$ cat src/rtl/kbd_queue.sv
// kbd_queue: PS/2 key-press receiver feeding a FIFO for the keyboard_in/keyboard_ack port.
// Define KBD_QUEUE_ASCII_EN to translate set-2 make codes to ASCII before queueing.
module kbd_queue #(
  parameter int DEPTH   = 16,
  parameter int TIMEOUT = 50000
) (
  input  logic        clock,
  input  logic        reset,
  input  logic        ps2_clk,
  input  logic        ps2_data,
  input  logic        keyboard_ack,
  output logic [31:0] keyboard_in,
  output logic        key_valid,
  output logic        overflow,
  output logic        parity_err
);
  localparam int AW = $clog2(DEPTH);
  localparam int TW = $clog2(TIMEOUT + 1);
  typedef enum logic [1:0] {IDLE, DATA, PARITY, STOP} state_t;
  state_t          r_state;
  logic [1:0]      r_clk_sync;
  logic [1:0]      r_dat_sync;
  logic            r_clk_prev;
  logic [2:0]      r_bit_cnt;
  logic [7:0]      r_shift;
  logic            r_par;
  logic [TW-1:0]   r_idle_cnt;
  logic            r_byte_vld;
  logic            r_parity_err;
  logic            r_break;
  logic            r_overflow;
  logic [7:0]      r_mem [DEPTH];
  logic [AW:0]     r_wptr;
  logic [AW:0]     r_rptr;
  logic            w_fall;
  logic            w_dat;
  logic            w_is_e0;
  logic            w_is_f0;
  logic            w_make;
  logic            w_map_ok;
  logic [7:0]      w_code;
  logic            w_push_req;
  logic            w_push;
  logic            w_pop;
  logic            w_empty;
  logic            w_full;
  assign w_fall = r_clk_prev & ~r_clk_sync[1];
  assign w_dat  = r_dat_sync[1];
  // Synchronisers idle high so reset release never fakes a falling edge.
  always_ff @(posedge clock or negedge reset) begin
    if (!reset) begin
      r_clk_sync <= 2'b11;
      r_dat_sync <= 2'b11;
      r_clk_prev <= 1'b1;
    end else begin
      r_clk_sync <= {r_clk_sync[0], ps2_clk};
      r_dat_sync <= {r_dat_sync[0], ps2_data};
      r_clk_prev <= r_clk_sync[1];
    end
  end
  always_ff @(posedge clock or negedge reset) begin
    if (!reset) begin
      r_state      <= IDLE;
      r_bit_cnt    <= '0;
      r_shift      <= '0;
      r_par        <= 1'b0;
      r_idle_cnt   <= '0;
      r_byte_vld   <= 1'b0;
      r_parity_err <= 1'b0;
    end else begin
      r_byte_vld <= 1'b0;
      r_idle_cnt <= w_fall ? '0 : (r_idle_cnt == TW'(TIMEOUT) ? r_idle_cnt : r_idle_cnt + 1'b1);
      if (w_fall) begin
        case (r_state)
          IDLE: begin
            r_state   <= w_dat ? IDLE : DATA;
            r_bit_cnt <= '0;
          end
          DATA: begin
            r_shift   <= {w_dat, r_shift[7:1]};
            r_bit_cnt <= r_bit_cnt + 1'b1;
            r_state   <= (r_bit_cnt == 3'd7) ? PARITY : DATA;
          end
          PARITY: begin
            r_par   <= w_dat;
            r_state <= STOP;
          end
          default: begin
            r_state      <= IDLE;
            r_byte_vld   <= w_dat & (^{r_shift, r_par});
            r_parity_err <= r_parity_err | ~(^{r_shift, r_par});
          end
        endcase
      end else if (r_state != IDLE && r_idle_cnt == TW'(TIMEOUT)) begin
        r_state <= IDLE;
      end
    end
  end
`ifdef KBD_QUEUE_ASCII_EN
  function automatic logic [8:0] f_ascii(input logic [7:0] c);
    case (c)
      8'h1C: f_ascii = {1'b1, 8'h61};
      8'h32: f_ascii = {1'b1, 8'h62};
      8'h21: f_ascii = {1'b1, 8'h63};
      8'h23: f_ascii = {1'b1, 8'h64};
      8'h24: f_ascii = {1'b1, 8'h65};
      8'h2B: f_ascii = {1'b1, 8'h66};
      8'h34: f_ascii = {1'b1, 8'h67};
      8'h33: f_ascii = {1'b1, 8'h68};
      8'h43: f_ascii = {1'b1, 8'h69};
      8'h3B: f_ascii = {1'b1, 8'h6A};
      8'h42: f_ascii = {1'b1, 8'h6B};
      8'h4B: f_ascii = {1'b1, 8'h6C};
      8'h3A: f_ascii = {1'b1, 8'h6D};
      8'h31: f_ascii = {1'b1, 8'h6E};
      8'h44: f_ascii = {1'b1, 8'h6F};
      8'h4D: f_ascii = {1'b1, 8'h70};
      8'h15: f_ascii = {1'b1, 8'h71};
      8'h2D: f_ascii = {1'b1, 8'h72};
      8'h1B: f_ascii = {1'b1, 8'h73};
      8'h2C: f_ascii = {1'b1, 8'h74};
      8'h3C: f_ascii = {1'b1, 8'h75};
      8'h2A: f_ascii = {1'b1, 8'h76};
      8'h1D: f_ascii = {1'b1, 8'h77};
      8'h22: f_ascii = {1'b1, 8'h78};
      8'h35: f_ascii = {1'b1, 8'h79};
      8'h1A: f_ascii = {1'b1, 8'h7A};
      8'h45: f_ascii = {1'b1, 8'h30};
      8'h16: f_ascii = {1'b1, 8'h31};
      8'h1E: f_ascii = {1'b1, 8'h32};
      8'h26: f_ascii = {1'b1, 8'h33};
      8'h25: f_ascii = {1'b1, 8'h34};
      8'h2E: f_ascii = {1'b1, 8'h35};
      8'h36: f_ascii = {1'b1, 8'h36};
      8'h3D: f_ascii = {1'b1, 8'h37};
      8'h3E: f_ascii = {1'b1, 8'h38};
      8'h46: f_ascii = {1'b1, 8'h39};
      8'h29: f_ascii = {1'b1, 8'h20};
      8'h5A: f_ascii = {1'b1, 8'h0D};
      8'h66: f_ascii = {1'b1, 8'h08};
      default: f_ascii = 9'h000;
    endcase
  endfunction
  assign {w_map_ok, w_code} = f_ascii(r_shift);
`else
  assign w_map_ok = 1'b1;
  assign w_code   = r_shift;
`endif
  assign w_is_e0    = r_shift == 8'hE0;
  assign w_is_f0    = r_shift == 8'hF0;
  assign w_make     = r_byte_vld & ~w_is_e0 & ~w_is_f0 & ~r_break;
  assign w_push_req = w_make & w_map_ok;
  assign w_empty    = r_wptr == r_rptr;
  assign w_full     = (r_wptr[AW] != r_rptr[AW]) && (r_wptr[AW-1:0] == r_rptr[AW-1:0]);
  assign w_pop      = keyboard_ack & ~w_empty;
  // A pop in the same cycle frees the slot, so a full FIFO still accepts the push.
  assign w_push     = w_push_req & (~w_full | w_pop);
  always_ff @(posedge clock or negedge reset) begin
    if (!reset) begin
      r_wptr     <= '0;
      r_rptr     <= '0;
      r_break    <= 1'b0;
      r_overflow <= 1'b0;
    end else begin
      r_wptr     <= w_push ? r_wptr + 1'b1 : r_wptr;
      r_rptr     <= w_pop ? r_rptr + 1'b1 : r_rptr;
      r_break    <= (r_byte_vld & ~w_is_e0) ? w_is_f0 : r_break;
      r_overflow <= r_overflow | (w_push_req & ~w_push);
    end
  end
  always_ff @(posedge clock) begin
    if (w_push) r_mem[r_wptr[AW-1:0]] <= w_code;
  end
  assign keyboard_in = w_empty ? 32'd0 : {24'b0, r_mem[r_rptr[AW-1:0]]};
  assign key_valid   = ~w_empty;
  assign overflow    = r_overflow;
  assign parity_err  = r_parity_err;
endmodule

$ cat config.mk
export PLATFORM = sky130hd
export DESIGN_NAME = kbd_queue
export DESIGN_NICKNAME = d
export VERILOG_FILES = /design/src/rtl/kbd_queue.sv
export SDC_FILE = /design/constraint.sdc
export NUM_CORES = 1
export LEC_CHECK = 0
export CORE_UTILIZATION = 33
export CTS_CLUSTER_DIAMETER = 120
export CTS_CLUSTER_SIZE = 10
export DETAILED_ROUTE_END_ITERATION = 8
export PLACE_DENSITY_LB_ADDON = 0.08
export SKIP_CTS_REPAIR_TIMING = 1
export SYNTH_ARGS = -nofsm -noshare
export SYNTH_HDL_FRONTEND = slang
export SYNTH_SLANG_ARGS = --single-unit
export TNS_END_PERCENT = 5
$ cat constraint.sdc
create_clock -name clock -period 2.35 [get_ports clock]
set_input_delay 0.5875 -clock clock [delete_from_list [all_inputs] [get_ports clock]]
set_output_delay 0.5875 -clock clock [all_outputs]
set_load 0.05 [all_outputs]
==> metrics.cfg <==
[run_status]
status = complete, but fails checks
violations = negative setup slack

[layout]
layout.nets = 536
drive_gt1_share_pct = 31.59
fin_area_um2 = 9138
area_growth_pct = 20.99
instances_no_fill = 815
antenna_cells = 0
fin_util_pct = 41.23

[logic_synthesis]
synth_largest_area_cell = edfxtp_1
synthFlopType = edfxtp_1
synth_cells = 461
netlist.area_leader.share_pct = 50.89
ys_ff_latch = 177
seq_area_frac_synth_pct = 67.21
synth.distinct_cells = 52
ys_top_cells_by_area = edfxtp_1, dfrtp_1, mux4_2
synth_edf_count = 128
netlist_area_um2 = 7552
synth_warnings = 0
avgSynthCellArea_um2 = 16.38
async_flop_share_pct = 27.68

[sta]
max_freq_mhz = 362.9
worst_pin_slew_ns = 0.6696
hold_ws_ns = 0.2747
max_slew_margin_pct = 55.36
setup_violations = 9
finalHoldViolations = 0
min_period_ns = 2.756
finalWorstSetupSlack_ns = -0.4055
rsz0062_at_grt = true
slew_violations = 0
final.period_utilization_pct = 117.3
skew_ns = 0.009495

[detailed_routing]
wire_per_inst_um = 20.06
via_count = 3996
dr.first_iter.drc_count = 154
drcViolationCount = 0
routed_wl_mm = 16.35
routed_via_density = 4.903
antenna_left = 0
first_pass_iters = 4

[critical_path]
cp.depth = 5
critPathCaptureType = output pin
cpMaxStageDelayCell = mux4_2
arrival_ns = 2.17
rr_worst_depth = 7
critPathLaunch = r_rptr[0]
critPathLaunchType = flip-flop
r2r_slack_ns = 0.33
crit_end = keyboard_in[1]
path_cells = clkbuf_16 -> mux4_2 -> a22oi_2 -> a21oi_1 -> buf_4
critPathTopFamily = multiplexers
worstPathBufferInverterCount = 2
path_class = flip-flop to output pin
timing.rr.start = r_rptr[0]
critPathMaxFanout = 8
slowest_delay_ns = 0.51
r2r_end = r_mem[11][2]
worst-endpoint-required_ns = 1.76

[global_route]
grt_pass1_wl_mm = 24.72
grt-ovfl-total = 0
grt_start_max_net_pins = 50
first_global_vias = 4103
grtUsageTotal_pct = 14.57
antenna_found_initial = 0

[placed_design]
dpl-instance-area_um2 = 8404
gp_congestion = 0.7132
io_buffers = 15
numPlacedInstances = 782
hpwlAfterDp_mm = 10.62

[floorplanning]
die_x_um = 153.3
core-area_um2 = 22160
start_util_pct = 34.08
rows = 54
io_pins = 40
die_h_um = 153.3
die-area_um2 = 23490

[pwr]
p_per_area_nw_per_um2 = 1143
leakage_nw = 3.354
vdd_drop_max_v = 0.0006684
p_total_mw = 10.44

[run]
cap_violations = 0

[cts]
htreeDepth = 4
cts-root-buf = clkbuf_16
cts_num_sinks = 177
cts_buffers = 17
path_clk_slew_ns = 0.07
max-clock-path-buffers = 2
tritoncts = done
clkLatencyLatePin_ns = 0.43

[min_path]
hp-class = primary input to async pin

## worst min path at each step
| stage | slack (ns) | end | cells after the start | start |
|---|---|---|---|---|
| finish | 0.27 | r_idle_cnt[15] | 2 | reset |
| global placement | 0.35 | r_dat_sync[1] | 0 | r_dat_sync[0] |
| global route | 0.33 | r_idle_cnt[13] | 2 | reset |
| CTS | 0.29 | r_idle_cnt[13] | 2 | reset |
| floorplan | 0.29 | overflow | 0 | reset |
| detailed placement | 0.35 | r_dat_sync[1] | 0 | r_dat_sync[0] |
## metal layers
layer / vias to the layer above / global-route usage [%] / part of all wire (%)
met2: 54 / 24.22 / 51
met1: 2087 / 18.83 / 45
li1: 1841 / - / -
met4: 0 / 4.714 / 1.3
met3: 14 / 3.289 / 2.5
met5: - / 0 / 0
## sequential cells by signal, summed over array words and instances, names as in the netlist
name        cells
r_state         2
r_byte_vld      1
r_wptr          5
r_break         1
overflow        1
r_clk_prev      1
r_rptr          5
r_shift         8
r_dat_sync      2
r_bit_cnt       3
r_clk_sync      2
r_par           1
r_mem         128
r_idle_cnt     16
parity_err      1
## synthesized netlist by cell type, drive strengths merged, types with 4 or more instances
library cell  count
edfxtp          128
dfrtp            44
buf              37
mux4             32
and3             18
nor2             17
a22oi            16
xnor2            16
a21oi            14
xor2             14
mux2             11
clkbuf           10
nand2            10
and2              9
ha                9
o21ai             9
inv               8
nand3             8
nand4             7
dfstp             5
nor2b             4
o211ai            4
## area by class of cell
class                      instances  area, um^2
clock inverter                    15       168.9
inverter                           8       30.03
clock buffer                      17       425.4
multi-input combinational        252        2331
timing repair buffer              66       754.5
fill                            2019       13020
sequential                       177        5077
tap                              280       350.3
## per-stage QoR
step                setup slack, ns  TNS, ns
finish                      -0.4055   -3.036
global route                -0.4990   -3.894
CTS                         -0.5320   -3.879
detailed placement         -0.06550  -0.3628
global placement           -0.05565  -0.2499
floorplan                   -0.2144   -1.416
## logic make-up after synthesis
group | after synthesis | share of synthesized area [%]
buffers and inverters | 55 | 4.374
muxes | 45 | 11.45
adders and majority gates | 9 | 1.491
AOI/OAI and AO/OA | 52 | 4.539
other | 1 | 0.04965
xor gates and xnor gates | 31 | 3.777
and+or+nand+nor | 91 | 7.107
DFF | 177 | 67.21
## cell usage in the layout, fill, tap and decap left out, types with 4 or more instances in the layout
master           synthesis  layout
clkbuf_16                0      18
nand3_1                  7       7
and3_1                  17      17
dfstp_2                  5       5
o21ai_0                  9       9
inv_8                    0       4
and2_1                   9       9
buf_4                   29      37
mux4_2                  32      32
buf_12                   0      17
a21oi_2                  1       6
buf_6                    1       5
edfxtp_1               128     128
xor2_1                  14      14
inv_1                    8       8
clkdlybuf4s50_1          0       5
xnor2_1                 16      14
nor2b_1                  4       4
a22oi_2                  0      13
ha_1                     9       9
nor2_1                  17      17
mux2_2                  11      11
conb_1                   1      24
clkinv_8                 0       4
nand2_1                 10      10
a21oi_1                 13       8
nand4_1                  7       7
dfrtp_1                 44      43
## power breakdown
part	total (mW)	internal (mW)	switching, mW
Clock	2.78	1.43	1.35
Combinational	3.74	1.59	2.16
Sequential	3.92	3.75	0.169
(Power assumes the default switching activity.)
